--- src/rtl/kbd_pkg.sv ---
// Shared types and constants for the keyboard event scheduler.
// Events are {repeat, ascii[7:0]}; timing defaults assume a 50 MHz clock.
package kbd_pkg;

  typedef enum logic [1:0] {
    KS_IDLE   = 2'd0,
    KS_DELAY  = 2'd1,
    KS_REPEAT = 2'd2
  } kbd_state_e;

  localparam int KBD_EVT_W         = 9;
  localparam int CLK_HZ            = 50_000_000;
  localparam int REPEAT_DELAY_DEF  = CLK_HZ / 2;
  localparam int REPEAT_PERIOD_DEF = CLK_HZ / 20;

  function automatic int max_int(input int a, input int b);
    return (a > b) ? a : b;
  endfunction

endpackage

--- src/rtl/kbd_event_fifo.sv ---
// Synchronous first-word-fall-through FIFO with a registered head entry.
// The head register keeps the last popped entry once the FIFO runs empty.
module kbd_event_fifo
  import kbd_pkg::*;
#(
  parameter int DEPTH = 8,
  parameter int W     = KBD_EVT_W
) (
  input  logic                       clk_i,
  input  logic                       rst_i,
  input  logic                       clear_i,
  input  logic                       wr_en_i,
  input  logic [W-1:0]               wr_data_i,
  input  logic                       rd_en_i,
  output logic [W-1:0]               rd_data_o,
  output logic [$clog2(DEPTH):0]     count_o,
  output logic                       full_o,
  output logic                       empty_o
);

  localparam int AW = $clog2(DEPTH);

  logic [W-1:0]  mem_q [DEPTH];
  logic [AW-1:0] wr_ptr_q;
  logic [AW-1:0] rd_ptr_q;
  logic [AW-1:0] rd_next;
  logic [AW:0]   count_q;
  logic [W-1:0]  head_q;
  logic          do_wr;
  logic          do_rd;

  assign full_o    = (count_q == (AW+1)'(DEPTH));
  assign empty_o   = (count_q == '0);
  assign do_rd     = rd_en_i && !empty_o;
  assign do_wr     = wr_en_i && (!full_o || do_rd);
  assign rd_next   = rd_ptr_q + 1'b1;
  assign rd_data_o = head_q;
  assign count_o   = count_q;

  always_ff @(posedge clk_i) begin
    if (do_wr && !rst_i && !clear_i) begin
      mem_q[wr_ptr_q] <= wr_data_i;
    end
  end

  always_ff @(posedge clk_i) begin
    if (rst_i || clear_i) begin
      wr_ptr_q <= '0;
      rd_ptr_q <= '0;
      count_q  <= '0;
      head_q   <= '0;
    end else begin
      if (do_wr) wr_ptr_q <= wr_ptr_q + 1'b1;
      if (do_rd) rd_ptr_q <= rd_next;
      case ({do_wr, do_rd})
        2'b10:   count_q <= count_q + 1'b1;
        2'b01:   count_q <= count_q - 1'b1;
        default: count_q <= count_q;
      endcase
      // The new head is either the incoming word (FIFO effectively empty) or the next stored entry.
      if (do_wr && (empty_o || (do_rd && count_q == (AW+1)'(1)))) begin
        head_q <= wr_data_i;
      end else if (do_rd && count_q > (AW+1)'(1)) begin
        head_q <= mem_q[rd_next];
      end
    end
  end

endmodule

--- src/rtl/kbd_event_scheduler.sv ---
// Queues ASCII keystrokes and generates typematic auto-repeat for a held key,
// delivering events to a consumer over a valid/ready handshake.
module kbd_event_scheduler
  import kbd_pkg::*;
#(
  parameter int DEPTH         = 8,
  parameter int REPEAT_DELAY  = REPEAT_DELAY_DEF,
  parameter int REPEAT_PERIOD = REPEAT_PERIOD_DEF
) (
  input  logic                   clk_i,
  input  logic                   rst_i,
  input  logic                   key_valid_i,
  input  logic                   key_is_ascii_i,
  input  logic [7:0]             key_ascii_i,
  input  logic [7:0]             key_scan_i,
  input  logic                   repeat_en_i,
  input  logic                   clear_i,
  output logic                   out_valid_o,
  input  logic                   out_ready_i,
  output logic [7:0]             out_ascii_o,
  output logic                   out_repeat_o,
  output logic [$clog2(DEPTH):0] fifo_count_o,
  output logic                   overflow_o
);

  localparam int CW = $clog2(max_int(REPEAT_DELAY, REPEAT_PERIOD));
  localparam logic [CW-1:0] DELAY_LAST  = CW'(REPEAT_DELAY - 1);
  localparam logic [CW-1:0] PERIOD_LAST = CW'(REPEAT_PERIOD - 1);

  kbd_state_e           state_q, state_d;
  logic [CW-1:0]        cnt_q, cnt_d;
  logic [7:0]           rep_ascii_q, rep_ascii_d;
  logic [7:0]           rep_scan_q, rep_scan_d;
  logic                 overflow_q, overflow_d;
  logic                 tick;
  logic                 press;
  logic                 pop;
  logic                 fifo_full;
  logic                 fifo_empty;
  logic [KBD_EVT_W-1:0] wr_data;
  logic [KBD_EVT_W-1:0] rd_data;

  assign press   = key_valid_i && key_is_ascii_i;
  assign wr_data = press ? {1'b0, key_ascii_i} : {1'b1, rep_ascii_q};

  kbd_event_fifo #(
    .DEPTH (DEPTH),
    .W     (KBD_EVT_W)
  ) u_fifo (
    .clk_i     (clk_i),
    .rst_i     (rst_i),
    .clear_i   (clear_i),
    .wr_en_i   (press || tick),
    .wr_data_i (wr_data),
    .rd_en_i   (out_ready_i),
    .rd_data_o (rd_data),
    .count_o   (fifo_count_o),
    .full_o    (fifo_full),
    .empty_o   (fifo_empty)
  );

  assign out_valid_o  = !fifo_empty;
  assign pop          = out_valid_o && out_ready_i;
  assign out_ascii_o  = rd_data[7:0];
  assign out_repeat_o = rd_data[8];
  assign overflow_o   = overflow_q;
  assign overflow_d   = overflow_q || (press && fifo_full && !pop);

  // A key press always restarts the repeat machine, so a tick due in the same cycle never fires.
  always_comb begin
    state_d     = state_q;
    cnt_d       = cnt_q;
    rep_ascii_d = rep_ascii_q;
    rep_scan_d  = rep_scan_q;
    tick        = 1'b0;
    if (key_valid_i) begin
      cnt_d = '0;
      if (key_is_ascii_i && repeat_en_i) begin
        rep_ascii_d = key_ascii_i;
        rep_scan_d  = key_scan_i;
        state_d     = KS_DELAY;
      end else begin
        state_d = KS_IDLE;
      end
    end else if (state_q != KS_IDLE && (key_scan_i != rep_scan_q || !repeat_en_i)) begin
      state_d = KS_IDLE;
      cnt_d   = '0;
    end else begin
      case (state_q)
        KS_DELAY: begin
          if (cnt_q == DELAY_LAST) begin
            tick    = 1'b1;
            cnt_d   = '0;
            state_d = KS_REPEAT;
          end else begin
            cnt_d = cnt_q + 1'b1;
          end
        end
        KS_REPEAT: begin
          if (cnt_q == PERIOD_LAST) begin
            tick  = 1'b1;
            cnt_d = '0;
          end else begin
            cnt_d = cnt_q + 1'b1;
          end
        end
        default: begin
          state_d = KS_IDLE;
          cnt_d   = '0;
        end
      endcase
    end
  end

  always_ff @(posedge clk_i) begin
    if (rst_i || clear_i) begin
      state_q     <= KS_IDLE;
      cnt_q       <= '0;
      rep_ascii_q <= '0;
      rep_scan_q  <= '0;
      overflow_q  <= 1'b0;
    end else begin
      state_q     <= state_d;
      cnt_q       <= cnt_d;
      rep_ascii_q <= rep_ascii_d;
      rep_scan_q  <= rep_scan_d;
      overflow_q  <= overflow_d;
    end
  end

endmodule
--- config.mk ---
export PLATFORM = sky130hd
export DESIGN_NAME = kbd_event_scheduler
export DESIGN_NICKNAME = d
export VERILOG_FILES = /design/src/rtl/kbd_pkg.sv /design/src/rtl/kbd_event_fifo.sv /design/src/rtl/kbd_event_scheduler.sv
export SDC_FILE = /design/constraint.sdc
export NUM_CORES = 1
export LEC_CHECK = 0
export CELL_PAD_IN_SITES_DETAIL_PLACEMENT = 1
export CELL_PAD_IN_SITES_GLOBAL_PLACEMENT = 1
export CORE_ASPECT_RATIO = 1.75
export CORE_MARGIN = 4
export CORE_UTILIZATION = 40
export CTS_CLUSTER_DIAMETER = 120
export DETAILED_ROUTE_END_ITERATION = 10
export PLACE_DENSITY_LB_ADDON = 0.1
export SLEW_MARGIN = 15
export SYNTH_ARGS = -nofsm -noshare
export SYNTH_HDL_FRONTEND = slang
export SYNTH_SLANG_ARGS = --single-unit
export TNS_END_PERCENT = 30
--- constraint.sdc ---
create_clock -name clk_i -period 5.3 [get_ports clk_i]
set_input_delay 0.53 -clock clk_i [delete_from_list [all_inputs] [get_ports clk_i]]
set_output_delay 0.53 -clock clk_i [all_outputs]
set_load 0.1 [all_outputs]
Yosys cells after proc, flatten, opt, wreduce, memory -nomap -nowiden:

Memories as Yosys holds them, arrays and structs flattened.
Index checks and enable logic that the tools add are counted.

* $add $sub $neg: 5
* mux-type cells: 19
* reduce and logical (&&, ||, !) cells: 31
* $lt $le $gt $ge: 1
* equality and inequality tests: 11

Operator list (number)
* $mux 25: 2
* $pmux 25 s2: 1
* $mux 9: 3
* $add 25x1->25 const B: 1
* $eq 25x22->1 const B: 1
* $eq 25x25->1 const B: 1
* $logic_and 1x1->1: 12
* $ne 8x8->1: 1
* $pmux 4 s2: 1
* $mux 1: 7
* $add 3x1->3 const B: 2
* $logic_not 1->1: 6
* $logic_or 1x1->1: 6
* $mux 2: 3
* $reduce_bool 2->1: 3
* $add 4x1->4 const B: 1
* $eq 2x1->1 const B: 2
* $eq 2x2->1 const B: 2
* $eq 4x1->1 const B: 1
* $eq 4x4->1 const B: 1
* $gt 4x1->1 const B: 1
* $logic_not 4->1: 1
* $ne 4x4->1 const B: 1
* $pmux 2 s2: 1
* 5 further kinds: 6

* bits in writable memories: 72
* word-level logic and storage cells: 77
* output and inout port bits: 15
* memories kept: 1
* register bits after elaboration: 63
* bits of input ports: 23

Memory list
* u_fifo.mem_q: depth 8, bits a word 9, read ports 1, clocked after memory_dff 0, write ports 1, line kbd_event_fifo.sv:23 `logic [W-1:0] mem_q [DEPTH];`

Logic depth before layout (Yosys ltp):

Gate-level depths: netlist of the first run.

* word-level depth: 11
* depth in mapped cells: 12
* mapped depth without buffers: 11

Hierarchy:

Synthesis of the first run repeated with hierarchy kept, for this count alone.

* cell total of the unflattened synthesis: 519
* area, all modules: 5941.9 sq um

Modules (own cells, without submodules)
* kbd_event_fifo: area each 3819.9 sq um, seq. area each 2542.4 sq um, times used 1, cells an instance 267
* kbd_event_scheduler: area each 2122.0 sq um, seq. area each 880.8 sq um, times used 1, cells an instance 252

Worst setup path after synthesis of the first run:

No wires, ideal clock.

* kind: register to register
* from: register u_fifo.count_q[1], in the netlist u_fifo.count_o[1]
* to: register u_fifo.count_q[3], in the netlist u_fifo.count_o[3]
* library setup time: 0.128 ns
* clock period less this slack: 3.717 ns
* arrival time: 3.590 ns
* buffers on the path: 0
* required time: 5.172 ns
* setup slack: 1.583 ns
* stages on the path, launching flop included: 11
* cell sequence: dfxtp_1 > inv_1 > ha_1 > nand2_1 > nand2_1 > inv_1 > ha_1 > or4b_2 > a21oi_1 > xnor2_1 > nor2_1

* cells in the longest elaborated chain, start to end: 7
* elaborated cells on any way between the ends: 13
* those cells by class: add/sub: 2; eq/ne: 3; mux: 1; reduce/logical: 7

RTL lines
* start: declaration: line kbd_event_fifo.sv:27 `logic [AW:0] count_q;`
* start signal: assignment: line kbd_event_fifo.sv:56 `2'b10: count_q <= count_q + 1'b1;`
* start signal: assignment: line kbd_event_fifo.sv:57 `2'b01: count_q <= count_q - 1'b1;`
* start signal: assignment: line kbd_event_fifo.sv:58 `default: count_q <= count_q;`
* $logic_not 4->1 *: line kbd_event_fifo.sv:33 `assign empty_o = (count_q == '0);`
* $logic_not 1->1 *
* via out_valid_o: line kbd_event_scheduler.sv:18 `output logic out_valid_o,`
* $logic_and 1x1->1 *
* via pop: line kbd_event_scheduler.sv:37 `logic pop;`
* $logic_or 1x1->1: line kbd_event_fifo.sv:35 `assign do_wr = wr_en_i && (!full_o || do_rd);`
* $logic_and 1x1->1: line kbd_event_fifo.sv:35
* $eq 2x1->1 or $eq 2x2->1 (tied branches): line kbd_event_fifo.sv:55 `case ({do_wr, do_rd})`
* $pmux 4 s2 or $reduce_bool 2->1 (tied branches)

The timed path passes the listed nets; every way through them passes the cells marked *.
A chain may end at the register's enable or synchronous reset.

Worst setup path in the final report of the first run:

* from: register u_fifo.count_q[1], in the netlist u_fifo.count_o[1]
* to: register u_fifo.count_q[3], in the netlist u_fifo.count_o[3]

* cells in the longest elaborated chain, start to end: 7
* elaborated cells on any way between the ends: 13
* those cells by class: add/sub: 2; eq/ne: 3; mux: 1; reduce/logical: 7

RTL lines
* $logic_not 4->1: line kbd_event_fifo.sv:33
* $logic_not 1->1: line kbd_event_fifo.sv:34 `assign do_rd = rd_en_i && !empty_o;`
* $logic_and 1x1->1: line kbd_event_fifo.sv:34
* $logic_or 1x1->1: line kbd_event_fifo.sv:35
* $logic_and 1x1->1: line kbd_event_fifo.sv:35
* $eq 2x1->1 or $eq 2x2->1 (tied branches): line kbd_event_fifo.sv:55
* $pmux 4 s2 or $reduce_bool 2->1 (tied branches)

Several ways; a longest one is shown, not always the timed one.

==> results.py, run 1 <==
metrics = {
    "die": {
        "die_x_um": 101,
        "dieArea_um2": 17100,
        "die_y_um": 170,
        "core-area_um2": 14800,
        "io_pins": 38,
        "start_util_pct": 40.5,
        "fp-row-count": 59,
    },
    "clocking": {
        "clkTransAtPathRegs_ns": 0.06,
        "cts_resized": 0,
        "clock_latency_ns": 0.41,
        "cts_buffer_depth": 2,
        "postCtsSetupBuffers": 0,
        "root_buffer": "clkbuf_16",
        "holdBufCountCts": 0,
        "htreeDepth": 4,
        "cts_buffers": 17,
        "cts.sinks": 135,
        "cts_tree": "done",
    },
    "power": {
        "ir_worst_vdd_v": 0.000220,
        "p_leak_nw": 2.26,
        "total_power_mw": 2.46,
        "power_density_nw_per_um2": 343,
    },
    "setup_path": {
        "r2r-end": "u_fifo.count_o[3]",
        "crit_required_ns": 5.57,
        "cp-endpoint": "u_fifo.count_o[3]",
        "r2r-start": "u_fifo.count_o[1]",
        "crit_top_cell": "ha_1",
        "setup.worst_path.start": "u_fifo.count_o[1]",
        "crit_arrival_ns": 3.96,
        "startpoint_type": "flop",
        "cpLargestDelayFamily": "simple AND/OR/NAND/NOR gates",
        "cp-end-kind": "flop",
        "crit_fanout": 11,
        "path_buf_inv": 1,
        "r2r_setup_slack_ns": 1.61,
        "r2r_cells": 10,
        "crit_slowest_cell": "a31oi_2",
        "path_depth": 10,
        "critPathKind": "reg2reg",
        "slowest_delay_ns": 0.70,
        "path_cells": "inv_1 -> ha_1 -> nor4bb_1 -> nor2b_1 -> a31oi_2 -> ha_1 -> or4b_2 -> a21oi_1 -> xnor2_1 -> nor2_1",
    },
    "global_route": {
        "antenna_found_initial": 0,
        "grt_use_total_pct": 18.6,
        "grt_pass1_wl_mm": 24.1,
        "grt_max_degree": 31,
        "grt_pass1_vias": 4434,
        "grt_overflow": 0,
    },
    "route": {
        "vias_per_cell": 5.42,
        "drt_iter0_markers": 159,
        "vias": 3933,
        "post_drt_wl_per_cell_um": 20.1,
        "routed_wl_mm": 14.6,
        "drc_errors": 0,
        "ant_nets": 0,
        "dr.pass1.iters": 4,
    },
    "yosys": {
        "ys_seq_area_share_pct": 57.0,
        "ys_seq_elements": 135,
        "synth_ff_type": "edfxtp_1",
        "async_reset_ff_share_pct": 0,
        "syn_area_um2": 6010,
        "synth.net_count": 526,
        "syn_inst": 493,
        "avgSynthCellArea_um2": 12.2,
        "ys_types": 54,
        "ys_warn_count": 0,
        "synth_edf_count": 72,
    },
    "placement": {
        "place_hpwl_mm": 10.0,
        "post-place-ws_ns": 1.30,
        "gp_congestion": 0.765,
        "placedCellCount": 695,
        "portBuffers": 37,
    },
    "timing": {
        "min_period_ns": 3.69,
        "skew_ns": 0.0105,
        "setup_violations": 0,
        "hold_viol": 0,
        "setup_slack_ns": 1.61,
        "rsz0062_at_grt": "false",
        "worst_pin_slew_ns": 1.11,
        "timing.final.max_slew_violations": 0,
        "setup_tns_ns": 0,
        "relSlewSlack_pct": 25.3,
        "fmax_mhz": 271,
        "fin_crit_sh_pct": 69.5,
    },
    "final_layout": {
        "fillers": 1527,
        "layout-drive-gt1-share_pct": 14.2,
        "layout_commonest_cell": "edfxtp_1",
        "nNetsFinal": 564,
        "post-route-util_pct": 48.4,
        "final_cell_count_no_fill": 726,
        "most-common-layout-cells": "edfxtp_1, nand2_1, dfxtp_1",
        "area_growth_syn_to_layout_pct": 19.4,
        "n_antenna_cell": 0,
    },
    "run_status": {
        "outcome": "finished, final reports clean",
    },
    "run": {
        "cap_violations": 0,
    },
    "hold_path": {
        "hold_class": "reg2reg",
    },
}
cells in the mapped netlist, drive strengths merged, types with 10 or more instances:
library cell	number	area (um2)
o211ai	10	75.1
clkbuf	14	52.6
xnor2	25	219
edfxtp	72	2160
nand3	14	70.1
a21oi	22	110
nor2	46	173
nand2	62	233
dfxtp	63	1260
mux4	18	405
nand4	12	75.1
ha	10	125
mux2i	20	200
inv	14	52.6
xor2	12	105
where the power goes:
group | switching (mW) | total [mW] | leakage (nW) | internal [mW]
Clock | 0.462 | 1.21 | 0.289 | 0.743
Sequential | 0.00756 | 1.11 | 1.18 | 1.11
Combinational | 0.0921 | 0.144 | 0.790 | 0.0521
Total | 0.562 | 2.46 | 2.26 | 1.90
state kept, by name, indices dropped and copies added, names as in the netlist, 3 cells and up:
signal and cells:
rep_scan_q 8, u_fifo.rd_ptr_q 3, rep_ascii_q 8, u_fifo.rd_data_o 9, u_fifo.mem_q 72, cnt_q 25, u_fifo.count_o 4, u_fifo.wr_ptr_q 3
logic make-up after synthesis:
group	synth area share [%]
AOI/OAI and AO/OA	6.06
xor gates and xnor gates	5.39
adders and majority gates	2.08
buffers and inverters	2.60
DFF	57.0
muxes	11.6
and+or+nand+nor	15.3
final cells by class:
cell class,instances,area (um2),share of cell area (%)
clock buffers,17,425,5.93
clock inverters,14,174,2.42
inverters,14,52.6,0.732
multi-input cells,322,2470,34.4
flip-flops and latches,135,3420,47.7
well taps,183,229,3.19
repair buffers,41,400,5.58
per-layer routing:
metal	track usage (%)	vias to the layer above	part of all wire (%)
li1	-	1885	-
met1	19.8	1986	38
met2	35.5	44	58
met3	3.36	18	2.1
met4	6.80	0	1.8
met5	0	-	0
tightest hold or removal path, cell delays in order (launching register included):
cell and delay, ns:
dfxtp_1 0.31, nand2_1 0.05, a21oi_1 0.05
worst min-delay path by stage:
stage	from	to	slack (ns)	depth (start not counted)
finish	rep_ascii_q[4]	rep_ascii_q[4]	0.46	2
global route	rep_ascii_q[1]	rep_ascii_q[1]	0.49	2
CTS	rep_ascii_q[3]	rep_ascii_q[3]	0.45	2
detailed placement	rep_ascii_q[6]	rep_ascii_q[6]	0.45	2
global placement	rep_ascii_q[5]	rep_ascii_q[5]	0.44	2
floorplan	cnt_q[0]	cnt_q[0]	0.43	1
stage by stage:
| stage | hold WS (ns) | cell area, um2 |
|---|---|---|
| floorplan | 0.430 | 6010 |
| global placement | 0.438 | 6570 |
| detailed placement | 0.447 | 6570 |
| CTS | 0.455 | 7160 |
| global route | 0.487 | 7180 |
| finish | 0.456 | 7180 |
Power figures use the tool's default switching activity.
==> inputs of run 2 (changes only) <==
==> constraint.sdc (replaced) <==
create_clock -name clk_i -period 3.02 [get_ports clk_i]
set_input_delay 0.302 -clock clk_i [delete_from_list [all_inputs] [get_ports clk_i]]
set_output_delay 0.302 -clock clk_i [all_outputs]
set_load 0.1 [all_outputs]
==> run 2 against run 1 <==
  * Clock skew rose by 0.0017 ns
  * Critical path depth did not move
  * Total power rose by 74%
  * Final area rose by 1.7%
  * Combinational power rose by 88%
  * First-iteration DRC count fell by 4.4%
  * Non-clock buffer count rose by 23
  * Utilization rose by 0.83 points
  * Register-to-register slack got worse by 1.5 ns
  * Sequential share of layout area fell by 0.75 points
  * Clock power rose by 70%
  * Via count rose by 3.6%
  * Critical endpoint unchanged
  * Largest cell class unchanged
  * Largest power group unchanged
==> results.py, run 2 (synthesis gave the netlist of run 1 again) <==
metrics = {
    "timing": {
        "worst_pin_slew_ns": 0.962,
        "setup_slack_ns": 0.152,
        "fin_crit_sh_pct": 95.0,
        "relSlewSlack_pct": 35.7,
        "setup_violations": 0,
        "rsz0062_at_grt": "false",
        "fmax_mhz": 349,
        "timing.final.max_slew_violations": 0,
        "skew_ns": 0.0122,
        "min_period_ns": 2.87,
        "setup_tns_ns": 0,
        "hold_viol": 0,
    },
    "final_layout": {
        "n_antenna_cell": 0,
        "top_register": "u_fifo.mem_q",
        "area_growth_syn_to_layout_pct": 21.4,
        "nNetsFinal": 587,
        "most-common-layout-cells": "edfxtp_1, nand2_1, dfxtp_1",
        "layout-drive-gt1-share_pct": 20.1,
        "layout_commonest_cell": "edfxtp_1",
        "largest_register_ffs": 72,
    },
    "die": {
        "core-area_um2": 14800,
        "die_y_um": 170,
        "io_pins": 38,
        "die_x_um": 101,
        "fp-row-count": 59,
        "dieArea_um2": 17100,
        "start_util_pct": 40.5,
    },
    "global_route": {
        "busiest_layer": "met2",
        "grtUsageMet2_pct": 37.0,
        "grt_pass1_wl_mm": 24.1,
        "grt_util_met3_pct": 3.49,
        "antenna_found_initial": 0,
        "grt_overflow": 0,
        "grt_max_degree": 26,
        "grt_use_total_pct": 18.9,
        "gr-usage-met1_pct": 19.6,
        "grt_pass1_vias": 4408,
    },
    "clocking": {
        "clkTransAtPathRegs_ns": 0.06,
        "cts_buffer_depth": 2,
        "holdBufCountCts": 0,
        "cts_buffers": 17,
        "clock_latency_ns": 0.42,
        "cts_tree": "done",
        "cts.sinks": 135,
        "htreeDepth": 4,
        "root_buffer": "clkbuf_16",
    },
    "route": {
        "ant_nets": 0,
        "dr.pass1.iters": 6,
        "vias_per_cell": 5.43,
        "routed_wl_mm": 15.1,
        "drt_iter0_markers": 152,
        "post_drt_wl_per_cell_um": 20.1,
        "drc_errors": 0,
        "vias": 4075,
    },
    "setup_path": {
        "slowest_delay_ns": 0.59,
        "crit_slowest_cell": "or4b_4",
        "cp-end-kind": "flop",
        "crit_arrival_ns": 3.14,
        "critPathKind": "reg2reg",
        "crit_required_ns": 3.30,
        "cpLargestDelayFamily": "simple AND/OR/NAND/NOR gates",
        "path_cells": "or4b_4 -> or4_4 -> o2bb2ai_4 -> a31oi_2 -> ha_1 -> buf_4 -> nand4b_1 -> a21oi_1 -> xnor2_1 -> nor2_1",
        "startpoint_type": "flop",
        "path_buf_inv": 1,
        "crit_fanout": 5,
    },
    "power": {
        "p_comb_share_pct": 6.3,
        "internal_power_mw": 3.31,
        "switching_share_pct": 22.6,
        "pwr-share-clk_pct": 48.1,
        "p_leak_nw": 2.42,
        "ir_worst_vdd_v": 0.000341,
        "switchingPower_mw": 0.967,
        "p_seq_share_pct": 45.6,
        "power_density_nw_per_um2": 586,
    },
    "run": {
        "cap_violations": 0,
    },
    "placement": {
        "place_hpwl_mm": 10.8,
        "portBuffers": 37,
        "post-place-ws_ns": 0.104,
        "gp_congestion": 0.815,
    },
    "hold_path": {
        "hold_class": "reg2reg",
    },
    "run_status": {
        "outcome": "finished, final reports clean",
    },
}
run 2: changes by cell type in the layout (fill, tap and decap cells not counted), moves of 3 or more:
cell and change:
clkbuf_8 +3, nor3_1 +4, clkdlybuf4s50_1 -13, bufinv_16 -3, buf_4 +36, nor3_2 -4
dfxtp_2 +3, clkbuf_16 +3, dfxtp_1 -3
run 2: repair_timing:
item	in CTS	in global routing
setup buffers	0	0
gates resized for setup	0	1
endpoints found under the hold margin	0	0
setup endpoints to repair	0	1
run 2: final timing paths:
| path | from | endpoint | slack [ns] | cells after the start |
|---|---|---|---|---|
| worst max-delay path | cnt_q[9] | u_fifo.count_o[3] | 0.15 | 10 |
| worst min-delay path | rep_ascii_q[1] | rep_ascii_q[1] | 0.46 | 2 |
| worst max register to register | cnt_q[9] | u_fifo.count_o[3] | 0.15 | 10 |
| worst min register to register | rep_ascii_q[1] | rep_ascii_q[1] | 0.46 | 2 |
run 2: area by class of cell:
class                           count  area (um2)
Timing Repair Buffer               64         541
Tap cell                          183         229
Sequential cell                   135        3430
Multi-Input combinational cell    322        2450
Clock buffer                       25         549
Clock inverter                      7        51.3
Fill cell                        1547        7540
Inverter                           14        52.6
run 2: worst reg2reg max path: cells and delay by family, from the launching register on:
family,cells,cell delay (ns)
flops,1,0.36
simple gates,4,1.31
xor+xnor,1,0.14
buf+inv,1,0.15
fa+ha+maj,1,0.22
compound gates,3,0.55
run 2: power groups by stage:
| stage | registers [mW] | logic [mW] | clock network, mW |
|---|---|---|---|
| 2_1_floorplan | 2.03 | 0.133 | 0 |
| 3_3_place_gp | 1.99 | 0.269 | 0 |
| 3_5_place_dp | 1.99 | 0.274 | 0 |
| 4_1_cts | 1.95 | 0.275 | 2.11 |
| 5_1_grt | 1.95 | 0.293 | 2.20 |
| 6_report | 1.95 | 0.270 | 2.06 |
run 2: metal layers:
layer  share of wire (%)  wire length, um  vias to the layer above
li1                    -                -                     1928
met1                  37             5580                     2078
met2                  59             8980                       55
met3                 2.3              343                       14
met4                 1.3              203                        0
met5                   0                0                        -
run 2: through the flow:
step / std cells / hold WS [ns] / instance area [um2] / total power, mW / utilization [%]
2_1_floorplan: 493 / 0.430 / 6020 / 2.16 / -
3_3_place_gp: 718 / 0.438 / 6690 / 2.26 / 45.1
3_5_place_dp: 718 / 0.447 / 6690 / 2.26 / 45.1
4_1_cts: 750 / 0.450 / 7290 / 4.33 / 49.1
5_1_grt: 750 / 0.485 / 7300 / 4.45 / 49.2
6_report: 750 / 0.457 / 7300 / 4.28 / 49.2
==> inputs of run 3 (changes only) <==
--- a/config.mk
+++ b/config.mk
@@ -5,11 +5,11 @@
 export SDC_FILE = /design/constraint.sdc
 export NUM_CORES = 1
 export LEC_CHECK = 0
-export CELL_PAD_IN_SITES_DETAIL_PLACEMENT = 1
+export CELL_PAD_IN_SITES_DETAIL_PLACEMENT = 0
 export CELL_PAD_IN_SITES_GLOBAL_PLACEMENT = 1
 export CORE_ASPECT_RATIO = 1.75
 export CORE_MARGIN = 4
-export CORE_UTILIZATION = 40
+export CORE_UTILIZATION = 50
 export CTS_CLUSTER_DIAMETER = 120
 export DETAILED_ROUTE_END_ITERATION = 10
 export PLACE_DENSITY_LB_ADDON = 0.1
==> constraint.sdc (replaced) <==
create_clock -name clk_i -period 3.3 [get_ports clk_i]
set_input_delay 0.33 -clock clk_i [delete_from_list [all_inputs] [get_ports clk_i]]
set_output_delay 0.33 -clock clk_i [all_outputs]
set_load 0.1 [all_outputs]
==> run 3 against run 2 <==
  * Count of clock-buffer cells in the layout is 7 lower
  * Setup slack better by 0.29 ns
  * Clock skew about the same
  * First-iteration DRC count increased by 1.3%
  * Clock power fell by 6%
  * Critical path depth is 1 higher
  * Sequential share of layout area up 0.64 points
  * Maximum frequency increased by 0.25%
  * Global-route usage grew 1.4 points
  * Die area decreased by 19%
  * Final area decreased by 1.4%
  * Hold slack got worse by 0.0047 ns
  * Largest cell class unchanged
==> results.py, run 3 (synthesis gave the netlist of run 1 again) <==
metrics = {
    "run_status": {
        "outcome": "finished, final reports clean",
    },
    "clocking": {
        "clkTransAtPathRegs_ns": 0.06,
        "cts_tree": "done",
        "root_buffer": "clkbuf_16",
        "cts_resized": 0,
        "cts.sinks": 135,
        "htreeDepth": 4,
        "holdBufCountCts": 0,
        "clock_latency_ns": 0.41,
        "postCtsSetupBuffers": 0,
        "cts_buffers": 17,
        "cts_buffer_depth": 2,
    },
    "setup_path": {
        "r2r-start": "u_fifo.count_o[1]",
        "startpoint_type": "flop",
        "cp-end-kind": "flop",
        "crit_top_cell": "ha_1",
        "r2r_setup_slack_ns": 0.44,
        "crit_arrival_ns": 3.13,
        "crit_slowest_cell": "or4b_2",
        "crit_required_ns": 3.57,
        "r2r_cells": 11,
        "slowest_delay_ns": 0.60,
        "path_cells": "inv_1 -> ha_1 -> nor4bb_1 -> buf_4 -> nor2b_1 -> a31oi_2 -> ha_1 -> or4b_2 -> a21oi_1 -> xnor2_1 -> nor2_1",
        "critPathKind": "reg2reg",
        "crit_fanout": 5,
        "r2r-end": "u_fifo.count_o[3]",
    },
    "die": {
        "core-area_um2": 11600,
        "dieArea_um2": 13900,
        "start_util_pct": 51.6,
        "die_x_um": 90.9,
        "die_y_um": 153,
        "fp-row-count": 52,
        "io_pins": 38,
    },
    "route": {
        "dr.pass1.iters": 4,
        "vias": 3953,
        "drc_errors": 0,
        "ant_nets": 0,
        "routed_wl_mm": 13.1,
        "post_drt_wl_per_cell_um": 19.0,
        "vias_per_cell": 5.71,
        "drt_iter0_markers": 154,
    },
    "global_route": {
        "grt_overflow": 0,
        "grt_pass1_vias": 4127,
        "grt_use_total_pct": 20.3,
        "grt_pass1_wl_mm": 21.7,
        "grt_max_degree": 31,
        "antenna_found_initial": 0,
    },
    "timing": {
        "skew_ns": 0.0117,
        "fmax_mhz": 350,
        "hold_viol": 0,
        "timing.final.max_slew_violations": 0,
        "relSlewSlack_pct": 34.1,
        "setup_tns_ns": 0,
        "setup_violations": 0,
        "fin_crit_sh_pct": 86.7,
        "setup_slack_ns": 0.439,
        "rsz0062_at_grt": "false",
        "min_period_ns": 2.86,
        "worst_pin_slew_ns": 0.985,
    },
    "placement": {
        "post-place-ws_ns": 0.300,
        "place_hpwl_mm": 8.99,
        "gp_congestion": 0.792,
        "portBuffers": 37,
    },
    "hold_path": {
        "min_to": "rep_ascii_q[6]",
        "min_from": "rep_ascii_q[6]",
        "hold_class": "reg2reg",
        "holdPathStages": 2,
    },
    "final_layout": {
        "most-common-layout-cells": "edfxtp_1, nand2_1, dfxtp_1",
        "area_growth_syn_to_layout_pct": 19.7,
        "nNetsFinal": 577,
        "fillers": 901,
        "largest_register_ffs": 72,
        "top_register": "u_fifo.mem_q",
        "layout_commonest_cell": "edfxtp_1",
        "layout-drive-gt1-share_pct": 16.3,
        "n_antenna_cell": 0,
    },
    "power": {
        "ir_worst_vdd_v": 0.000346,
        "p_leak_nw": 2.33,
        "total_power_mw": 3.95,
        "power_density_nw_per_um2": 549,
    },
    "run": {
        "cap_violations": 0,
    },
}
[run 3: stage by stage]
step	area (um2)	util (%)	hold WS, ns	std cells
after floorplan	6010	-	0.430	493
after global placement	6580	56.5	0.439	660
after detailed placement	6580	56.5	0.447	660
after CTS	7190	61.8	0.455	692
after global routing	7190	61.8	0.482	692
final	7190	61.8	0.452	692
[run 3: worst max path at each step]
| stage | from | endpoint | slack (ns) | cells after the start |
|---|---|---|---|---|
| after global placement | out_ready_i | u_fifo.count_o[3] | 0.33 | 10 |
| after detailed placement | out_ready_i | u_fifo.count_o[3] | 0.30 | 10 |
| after global routing | u_fifo.count_o[1] | u_fifo.count_o[3] | 0.23 | 11 |
| final | u_fifo.count_o[1] | u_fifo.count_o[3] | 0.44 | 11 |
| after floorplan | u_fifo.count_o[2] | u_fifo.count_o[3] | 0.005 | 10 |
| after CTS | u_fifo.count_o[1] | u_fifo.count_o[3] | 0.43 | 11 |
[run 3: layer usage]
metal  vias to the layer above  share of wire (%)  track usage, %
met1                      1963                 38            21.7
met3                        10                2.8            4.82
met2                        68                 58            38.8
met4                         0                1.2            6.04
li1                       1912                  -               -
met5                         -                  0               0
[run 3: final cells by class]
type,count,area [um2],share of cell area (%)
clock buffers,18,439,6.10
clock inverters,14,171,2.38
inverters,14,52.6,0.730
multi-input cells,322,2440,33.9
flip-flops and latches,135,3430,47.6
well taps,135,169,2.35
repair buffers,54,495,6.89
[run 3: worst max-delay path, delay by kind of cell, from the launching register on]
family | cells | cell delay [ns]
compound gates | 2 | 0.39
simple gates | 4 | 1.06
xor+xnor | 1 | 0.14
buf+inv | 2 | 0.28
fa+ha+maj | 2 | 0.50
flops | 1 | 0.34
[run 3: power by group]
group	total, mW	switching [mW]	internal [mW]	leakage [nW]
combinational	0.236	0.151	0.0857	0.855
clock	1.93	0.716	1.21	0.293
sequential	1.79	0.00825	1.78	1.18
